`config.mk`:
```
export PLATFORM = sky130hd
export DESIGN_NAME = cdb_result_queue
export DESIGN_NICKNAME = d
export VERILOG_FILES = /design/src/rtl/cdb_pkg.sv /design/src/rtl/result_fifo.sv /design/src/rtl/cdb_result_queue.sv
export SDC_FILE = /design/constraint.sdc
export NUM_CORES = 1
export LEC_CHECK = 0
export ABC_AREA = 1
export CAP_MARGIN = 20
export CORE_ASPECT_RATIO = 1.1
export CORE_UTILIZATION = 51
export DETAILED_ROUTE_END_ITERATION = 8
export HOLD_SLACK_MARGIN = 0.15
export PLACE_DENSITY = 0.86
export REMOVE_ABC_BUFFERS = 1
export SYNTH_ARGS = -nofsm -noshare
export SYNTH_HDL_FRONTEND = slang
export SYNTH_SLANG_ARGS = --single-unit
```
`constraint.sdc`:
```
create_clock -name clk -period 2.9 [get_ports clk]
set_input_delay 0.29 -clock clk [delete_from_list [all_inputs] [get_ports clk]]
set_output_delay 0.29 -clock clk [all_outputs]
set_load 0.02 [all_outputs]
```
`src/rtl/cdb_pkg.sv`:
```
// Shared types for CDB-attached units: result entry payload, bus tag constants
// and the result-queue state encoding.
package cdb_pkg;

    localparam int unsigned CDB_ARN_W  = 5;
    localparam int unsigned CDB_RRN_W  = 6;
    localparam int unsigned CDB_DATA_W = 32;
    localparam int unsigned CDB_TAG_W  = 4;

    localparam logic [CDB_TAG_W-1:0] CDB_TAG_NONE = 4'h0;

    typedef struct packed {
        logic [CDB_ARN_W-1:0]  arn;
        logic [CDB_RRN_W-1:0]  rrn;
        logic [CDB_DATA_W-1:0] data;
    } cdb_entry_t;

    typedef enum logic [1:0] {
        IDLE  = 2'd0,
        REQ   = 2'd1,
        BCAST = 2'd2
    } cdb_q_state_t;

endpackage

```
`src/rtl/result_fifo.sv`:
```
// Result storage FIFO for the CDB result queue: DEPTH entries (power of two),
// pointers wrap naturally, count has one extra bit to distinguish full.
module result_fifo
    import cdb_pkg::*;
#(
    parameter  int unsigned DEPTH = 4,
    localparam int unsigned PTR_W = $clog2(DEPTH),
    localparam int unsigned CNT_W = PTR_W + 1
) (
    input  logic             clk,
    input  logic             reset,
    input  logic             i_clear,
    input  logic             i_push,
    input  cdb_entry_t       i_push_entry,
    input  logic             i_pop,
    output cdb_entry_t       o_head,
    output logic [CNT_W-1:0] o_count,
    output logic             o_full,
    output logic             o_empty
);

    logic [PTR_W-1:0] r_wr_ptr;
    logic [PTR_W-1:0] r_rd_ptr;
    logic [CNT_W-1:0] r_count;
    cdb_entry_t       r_mem [DEPTH];

    logic w_full;
    logic w_empty;
    logic w_do_push;
    logic w_do_pop;

    assign w_full    = (r_count == CNT_W'(DEPTH));
    assign w_empty   = (r_count == '0);
    assign w_do_push = i_push && !w_full && !i_clear;
    assign w_do_pop  = i_pop && !w_empty && !i_clear;

    // Pointer and occupancy tracking; clear empties the queue in one edge.
    always_ff @(posedge clk or posedge reset) begin
        if (reset) begin
            r_wr_ptr <= '0;
            r_rd_ptr <= '0;
            r_count  <= '0;
        end else if (i_clear) begin
            r_wr_ptr <= '0;
            r_rd_ptr <= '0;
            r_count  <= '0;
        end else begin
            if (w_do_push) r_wr_ptr <= r_wr_ptr + PTR_W'(1);
            if (w_do_pop)  r_rd_ptr <= r_rd_ptr + PTR_W'(1);
            if (w_do_push && !w_do_pop)      r_count <= r_count + CNT_W'(1);
            else if (w_do_pop && !w_do_push) r_count <= r_count - CNT_W'(1);
        end
    end

    // Entry storage; contents are only meaningful under the pointers.
    always_ff @(posedge clk) begin
        if (w_do_push) r_mem[r_wr_ptr] <= i_push_entry;
    end

    assign o_head  = r_mem[r_rd_ptr];
    assign o_count = r_count;
    assign o_full  = w_full;
    assign o_empty = w_empty;

endmodule

```
`src/rtl/cdb_result_queue.sv`:
```
// Output stage of an execution unit feeding the CDB arbiter. Queues completed
// results, requests the bus while non-empty and broadcasts the head entry for
// one cycle per grant, tagged with the low nibble of ADDRESS.
// Optional: define CDB_QUEUE_FLUSH_EN to add a synchronous 'flush' input that
// empties the queue and returns the controller to IDLE.
module cdb_result_queue
    import cdb_pkg::*;
#(
    parameter  logic [7:0]  ADDRESS   = 8'h00,
    parameter  int unsigned CDB_COUNT = 2,
    parameter  int unsigned DEPTH     = 4,
    parameter  int unsigned DATA_W    = 32,
    localparam int unsigned SEL_W     = (CDB_COUNT > 1) ? $clog2(CDB_COUNT) : 1,
    localparam int unsigned CNT_W     = $clog2(DEPTH) + 1
) (
    input  logic                 clk,
    input  logic                 reset,
`ifdef CDB_QUEUE_FLUSH_EN
    input  logic                 flush,
`endif
    input  logic                 in_valid,
    output logic                 in_ready,
    input  logic [CDB_ARN_W-1:0] in_arn,
    input  logic [CDB_RRN_W-1:0] in_rrn,
    input  logic [DATA_W-1:0]    in_data,
    output logic                 get_bus,
    input  logic                 bus_granted,
    input  logic [SEL_W-1:0]     bus_selected,
    output logic                 out_valid,
    output logic [SEL_W-1:0]     out_bus,
    output logic [CDB_TAG_W-1:0] out_tag,
    output logic [CDB_ARN_W-1:0] out_arn,
    output logic [CDB_RRN_W-1:0] out_rrn,
    output logic [DATA_W-1:0]    out_data
);

    cdb_q_state_t r_state;
    cdb_q_state_t w_state_next;

    logic                 w_flush;
    logic                 w_push;
    logic                 w_pop;
    logic                 w_full;
    logic                 w_empty;
    logic [CNT_W-1:0]     w_count;
    cdb_entry_t           w_push_entry;
    cdb_entry_t           w_head;

    logic                 r_out_valid;
    logic [SEL_W-1:0]     r_out_bus;
    logic [CDB_TAG_W-1:0] r_out_tag;
    logic [CDB_ARN_W-1:0] r_out_arn;
    logic [CDB_RRN_W-1:0] r_out_rrn;
    logic [DATA_W-1:0]    r_out_data;

`ifdef CDB_QUEUE_FLUSH_EN
    assign w_flush = flush;
`else
    assign w_flush = 1'b0;
`endif

    // in_ready comes straight from the registered count: a pop never frees a slot
    // for a push at the same edge.
    assign in_ready = !w_full;
    assign w_push   = in_valid && !w_full && !w_flush;
    assign w_pop    = (r_state == REQ) && bus_granted && !w_flush;
    assign get_bus  = (r_state == REQ);

    // The package payload carries up to CDB_DATA_W bits of result data.
    assign w_push_entry = '{arn: in_arn, rrn: in_rrn, data: CDB_DATA_W'(in_data)};

    result_fifo #(
        .DEPTH (DEPTH)
    ) u_fifo (
        .clk          (clk),
        .reset        (reset),
        .i_clear      (w_flush),
        .i_push       (w_push),
        .i_push_entry (w_push_entry),
        .i_pop        (w_pop),
        .o_head       (w_head),
        .o_count      (w_count),
        .o_full       (w_full),
        .o_empty      (w_empty)
    );

    // State register.
    always_ff @(posedge clk or posedge reset) begin
        if (reset) r_state <= IDLE;
        else       r_state <= w_state_next;
    end

    // Next-state logic; w_empty already reflects any pop taken on entry to BCAST.
    always_comb begin
        w_state_next = r_state;
        if (w_flush) begin
            w_state_next = IDLE;
        end else begin
            case (r_state)
                IDLE:    if (!w_empty || w_push) w_state_next = REQ;
                REQ:     if (bus_granted) w_state_next = BCAST;
                BCAST:   w_state_next = (!w_empty || w_push) ? REQ : IDLE;
                default: w_state_next = IDLE;
            endcase
        end
    end

    // Broadcast registers: loaded on a granted pop, zero in every other cycle.
    always_ff @(posedge clk or posedge reset) begin
        if (reset) begin
            r_out_valid <= 1'b0;
            r_out_bus   <= '0;
            r_out_tag   <= CDB_TAG_NONE;
            r_out_arn   <= '0;
            r_out_rrn   <= '0;
            r_out_data  <= '0;
        end else if (w_pop) begin
            r_out_valid <= 1'b1;
            r_out_bus   <= bus_selected;
            r_out_tag   <= ADDRESS[CDB_TAG_W-1:0];
            r_out_arn   <= w_head.arn;
            r_out_rrn   <= w_head.rrn;
            r_out_data  <= DATA_W'(w_head.data);
        end else begin
            r_out_valid <= 1'b0;
            r_out_bus   <= '0;
            r_out_tag   <= CDB_TAG_NONE;
            r_out_arn   <= '0;
            r_out_rrn   <= '0;
            r_out_data  <= '0;
        end
    end

    assign out_valid = r_out_valid;
    assign out_bus   = r_out_bus;
    assign out_tag   = r_out_tag;
    assign out_arn   = r_out_arn;
    assign out_rrn   = r_out_rrn;
    assign out_data  = r_out_data;

    // Occupancy is tracked inside the FIFO; only full/empty are needed here.
    logic w_count_unused;
    assign w_count_unused = ^w_count;

endmodule

```
Yosys cells after proc, flatten, opt, wreduce, memory -nomap -nowiden:

Memory sizes are Yosys's and may differ from the RTL's.
Index checks and enable logic that the tools add are counted.

* register bits after elaboration: 54
* RAM bits: 172
* logic and storage cells: 47
* memories: 1

Memories
* u_fifo.r_mem: depth 4, bits a word 43, rd ports 1, clocked after Yosys merged registers in 0, wr ports 1, line result_fifo.sv:25 `cdb_entry_t r_mem [DEPTH];`

* add/sub/neg operators: 4
* equal/unequal tests: 5
* multiplexer cells: 13
* reductions and logical operators: 15

Operators by type and width (count)
* 2-to-1 mux 32 bit: 1
* logical AND 1 bit: 6
* 2-to-1 mux 3 bit: 2
* 2-to-1 mux 6 bit: 1
* one-hot mux 2 bit (3 select lines): 1
* 2-to-1 mux 1 bit: 5
* 2-to-1 mux 5 bit: 1
* adder 2 x 1 -> 2 bit, second input constant: 2
* zero test 1 bit: 4
* 2-to-1 mux 2 bit: 2
* adder 3 x 1 -> 3 bit, second input constant: 1
* equality test 3 bit, second input constant: 1
* zero test 3 bit: 1
* subtractor 3 x 1 -> 3 bit, second input constant: 1
* equality test 2 x 1 -> 1 bit, second input constant: 1
* equality test 2 bit, second input constant: 1
* zero test 2 bit: 1
* != test 2 x 1 -> 1 bit, second input constant: 1
* != test 2 bit, second input constant: 1
* AND reduction 2 bit: 1
* nonzero test 2 bit: 1
* logical OR 1 bit: 1

Longest topological paths before layout:

* depth after elaboration: 8
* mapped depth: 12

Cells and area by module:

From an unflattened synthesis, not the netlist that was laid out.

* cell total of the unflattened synthesis: 641
* area, all modules: 8489.4 µm²

Modules (own cells, without submodules)
* result_fifo: instances 1, cells an instance 481, area an instance 6829.0 µm²
* cdb_result_queue: instances 1, cells an instance 160, area an instance 1660.3 µm²

Worst setup path before layout:

Ideal clock, no wire load.

* kind: register to register
* from: reg u_fifo.r_count[0], in the netlist u_fifo.o_count[0]
* to: mem u_fifo.r_mem[0][0] in the netlist's numbering, enable pin
* library setup time: 0.444 ns
* arrival: 2.715 ns
* required time: 2.456 ns
* slack: -0.259 ns
* stages on the path, launching flop included: 5
* period minus slack after synthesis: 3.159 ns
* cells stage by stage: dfrtp_1 > inv_1 > nand3_1 > nand2_1 > nor2_1

* word-level cells in the longest chain between the ends: 6

RTL lines
* start, declared: line result_fifo.sv:24 `logic [CNT_W-1:0] r_count;`
* start signal, assigned: line result_fifo.sv:50 `if (w_do_push && !w_do_pop) r_count <= r_count + CNT_W'(1);`
* start signal, assigned: line result_fifo.sv:51 `else if (w_do_pop && !w_do_push) r_count <= r_count - CNT_W'(1);`
* equality test 3 bit (*): line result_fifo.sv:32 `assign w_full = (r_count == CNT_W'(DEPTH));`
* zero test 1 bit (*)
* named net in_ready: line cdb_result_queue.sv:22 `output logic in_ready,`
* logical AND 1 bit: line cdb_result_queue.sv:65 `assign w_push = in_valid && !w_full && !w_flush;`
* logical AND 1 bit (*): line result_fifo.sv:34 `assign w_do_push = i_push && !w_full && !i_clear;`
* 2-to-1 mux 1 bit (*): line result_fifo.sv:57 `if (w_do_push) r_mem[r_wr_ptr] <= i_push_entry;`
* 2-to-1 mux 1 bit (not written as such) (*): line result_fifo.sv:57
* end, declared: line result_fifo.sv:25

Mark *: on every way through the listed nets, which the timed path passes. The rest lies on a longest branch.

Worst setup path after layout:

* from: reg u_fifo.r_count[0], in the netlist u_fifo.o_count[0]
* to: reg u_fifo.r_count[2], in the netlist u_fifo.o_count[2]

* word-level cells in the longest chain between the ends: 7
* elaborated cells on any way between the ends: 16

RTL lines
* equality test 3 bit (*): line result_fifo.sv:32
* zero test 1 bit (*): line result_fifo.sv:34, cdb_result_queue.sv:65
* logical AND 1 bit: line cdb_result_queue.sv:65
* logical AND 1 bit (*): line result_fifo.sv:34
* named net u_fifo.w_do_push: line result_fifo.sv:29 `logic w_do_push;`
* zero test 1 bit: line result_fifo.sv:51
* logical AND 1 bit: line result_fifo.sv:51
* nonzero test 2 bit (no line)

Mark *: on every way through the listed nets, which the timed path passes. The rest lies on a longest branch. The select of a mux whose other input is x is not followed.
A chain may end at the register's enable or synchronous reset.

==> impl_metrics.py <==
metrics = {
    "run_status": {
        "run_status": "completed",
    },
    "logic_synthesis": {
        "ys_async_sr_fraction": 0.239,
        "yosys.area_share.adder": 0.00918,
        "ys.flop_type": "edfxtp_1",
        "netlist.area_leader.share": 0.574,
        "synth-seq-cells": 226,
        "synth.most_common_cell": "nand2_1",
        "yosys-top-cells-count": "191 x nand2_1, 190 x inv_1, 172 x edfxtp_1, 92 x nand3_1, 54 x dfrtp_1",
        "synth-simple-area-share": 0.137,
        "netlist_area_sq_um": 9000,
        "yosys.area.top_type": "edfxtp_1",
        "synth_area_leaders": "edfxtp_1 57%, dfrtp_1 15%, nand2_1 8.0%, inv_1 7.9%, nand3_1 5.1%",
        "avgSynthCellArea_sq_um": 11.2,
        "synthDistinctLibCells": 22,
        "synth_mux_area_frac": 0,
        "synth_compound_area_frac": 0.0253,
        "synth_xor_area_frac": 0.000973,
        "synth_edf_count": 172,
        "ys.warnings.count": 0,
        "yosysSeqAreaShare": 0.724,
        "netlist_instances": 802,
        "synth_top_family_by_area": "simple AND/OR/NAND/NOR gates",
    },
    "final_layout": {
        "seq_area_sq_um": 6520,
        "syn_to_final_growth_pct": 21.7,
        "utilization": 0.639,
        "stdcell_area_sq_um": 11000,
        "num_antenna_cells": 0,
        "layout.nets": 952,
        "multiInputGateArea_sq_um": 1600,
        "drive_above_1_share": 0.0635,
        "fillers": 1254,
    },
    "timing": {
        "worst_pin_slew_ps": 965,
        "setup-tns-final_ps": 0,
        "clock.fmax_mhz": 464,
        "maxSlewHeadroom": 0.356,
        "setup_viol": 0,
        "clock_skew_ps": 10.9,
        "period_share": 0.743,
        "drv_slew": 0,
        "setup_slack_ps": 746,
        "hold_viol_final": 0,
        "rsz0062_at_grt": "false",
        "fin_crit_ps": 2150,
    },
    "route": {
        "dr.first_iter.drc_count": 482,
        "dr.pass1.iters": 5,
        "wire_per_inst_microns": 16.6,
        "totalWireLength_microns": 19000,
        "viasPerCell": 5.01,
        "ant_nets": 0,
        "drc": 0,
        "via_count": 5757,
    },
    "floorplan": {
        "start_util": 0.525,
        "die_x_microns": 129,
        "die-area_sq_um": 18200,
        "io_pins": 99,
        "row_count": 50,
        "core_sq_um": 17100,
        "die_h_microns": 141,
    },
    "power": {
        "power_mw": 10.5,
        "leakagePower_nw": 4.86,
        "power.density_nw_per_um2": 959,
        "irDropWorstVdd_mv": 0.572,
    },
    "setup_path": {
        "worst_setup_path_end_kind": "flop",
        "critPathSlowestCell": "dfrtp_1",
        "cp_top_family": "simple AND/OR/NAND/NOR gates",
        "crit_buf_inv": 4,
        "cp_max_fo": 7,
        "critPathArrivalTime_ps": 2610,
        "start_kind": "flop",
        "rrSetupSlack_ps": 750,
        "critPathMaxStageDelay_ps": 410,
        "critPathKind": "flop to flop",
        "crit_chain": "inv_1 -> nand3_1 -> nand2_1 -> inv_1 -> ha_1 -> inv_1 -> fa_1 -> inv_1 -> nand2_1 -> nand3_1 -> nand2_1 -> nand2_1",
        "cp.required_ps": 3350,
    },
    "global_route": {
        "met3_usage": 0.0407,
        "grt.total_usage": 0.220,
        "met1_usage": 0.274,
        "antenna_found_initial": 0,
        "grt_first_pass_wirelength_microns": 30300,
        "grt_pass1_vias": 5874,
        "grt_max_degree": 89,
        "overflow": 0,
        "busiest_layer": "met2",
        "met2_usage": 0.379,
    },
    "clock_tree": {
        "numClockSinks": 226,
        "cts-resized-gates": 0,
        "root_buffer": "clkbuf_16",
        "cts_made_buffers": 22,
        "clk_latency_ps": 510,
        "postCtsHoldBufs": 0,
        "clk_pin_slew_worst_paths_ps": 60,
        "clock_path_buffers": 3,
        "cts_tree": "built",
        "post_cts_buffers": 0,
        "htreeDepth": 1,
    },
    "placed_design": {
        "placed_cell_area_sq_um": 10200,
        "place_congestion": 0.761,
        "io_buffers": 94,
        "place_ws_ps": 570,
        "dp_hpwl_microns": 11000,
    },
    "job": {
        "drv_cap": 0,
    },
    "worst_hold_path": {
        "worstHoldPathType": "input port to async pin",
    },
}
-- cells by family (layout without fill, tap and decap cells) --
logic type	after synthesis	count (layout)
AO/OA/AOI/OAI	45	45
AND/OR/NAND/NOR	294	294
adder cells (fa/ha/maj)	6	6
other	1	4
XOR/XNOR	1	1
buffers and inverters	229	338
flip-flops	226	226
-- through the flow --
| step | instances | hold slack, ps |
|---|---|---|
| global placement | 1108 | 460 |
| floorplan | 769 | 389 |
| finish | 1148 | 180 |
| detailed placement | 1108 | 471 |
| CTS | 1148 | 198 |
| global route | 1148 | 240 |
-- routing by layer --
| layer | wire [microns] | vias to the layer above |
|---|---|---|
| li1 | - | 2712 |
| met1 | 7390 | 2750 |
| met2 | 9830 | 242 |
| met3 | 1260 | 53 |
| met4 | 558 | 0 |
| met5 | 0 | - |
-- flip-flops by register name, summed over array words and instances, names as in the netlist --
signal	flops
out_arn	5
out_bus	1
out_data	32
out_rrn	6
out_valid	1
r_state	2
u_fifo.o_count	3
u_fifo.r_mem	172
u_fifo.r_rd_ptr	2
u_fifo.r_wr_ptr	2
-- final timing paths --
check	start	endpoint	cells past startpoint
setup reg to reg	u_fifo.o_count[0]$_DFFE_PP0P_	u_fifo.o_count[2]$_DFFE_PP0P_	12
min in group clk	bus_selected	out_bus$_DFF_PP0_	3
max in group asynchronous	reset	out_rrn[5]$_DFF_PP0_	3
hold reg to reg	r_state[0]$_DFFE_PP0P_	r_state[0]$_DFFE_PP0P_	1
setup / recovery	u_fifo.o_count[0]$_DFFE_PP0P_	u_fifo.o_count[2]$_DFFE_PP0P_	12
hold / removal	reset	u_fifo.r_rd_ptr[1]$_DFFE_PP0P_	2
-- layout make-up --
type,count,share of cell area
sequential,226,0.595
multi-input combinational,350,0.146
timing repair buffer,105,0.0991
inverter,193,0.0661
clock buffer,34,0.0618
tap,234,0.0267
clock inverter,6,0.00537
-- power by group --
| group | total [mW] | internal, mW | switching, mW |
|---|---|---|---|
| combinational | 3.15 | 1.06 | 2.09 |
| sequential | 4.49 | 4.26 | 0.233 |
| clock | 2.86 | 1.70 | 1.17 |
| total | 10.5 | 7.02 | 3.49 |
-- placed cells by master, fill, tap and decap left out --
cell             count
edfxtp_1           172
buf_4                6
inv_2                4
nor2_1               4
o21ai_0              1
inv_1              189
clkinv_2             4
a21oi_1             43
clkbuf_1             5
nand2_2              1
nor2_4               5
ha_1                 5
dfrtp_1             52
buf_12               5
o21bai_1             1
dfrtp_2              1
fa_1                 1
inv_6                1
clkbuf_8             6
nand3_1             92
bufinv_16            1
conb_1               4
clkdlybuf4s50_1     94
nand4_1              1
nand2_1            191
dfrtp_4              1
xnor2_1              1
clkbuf_16           23
(Power assumes the default switching activity.)
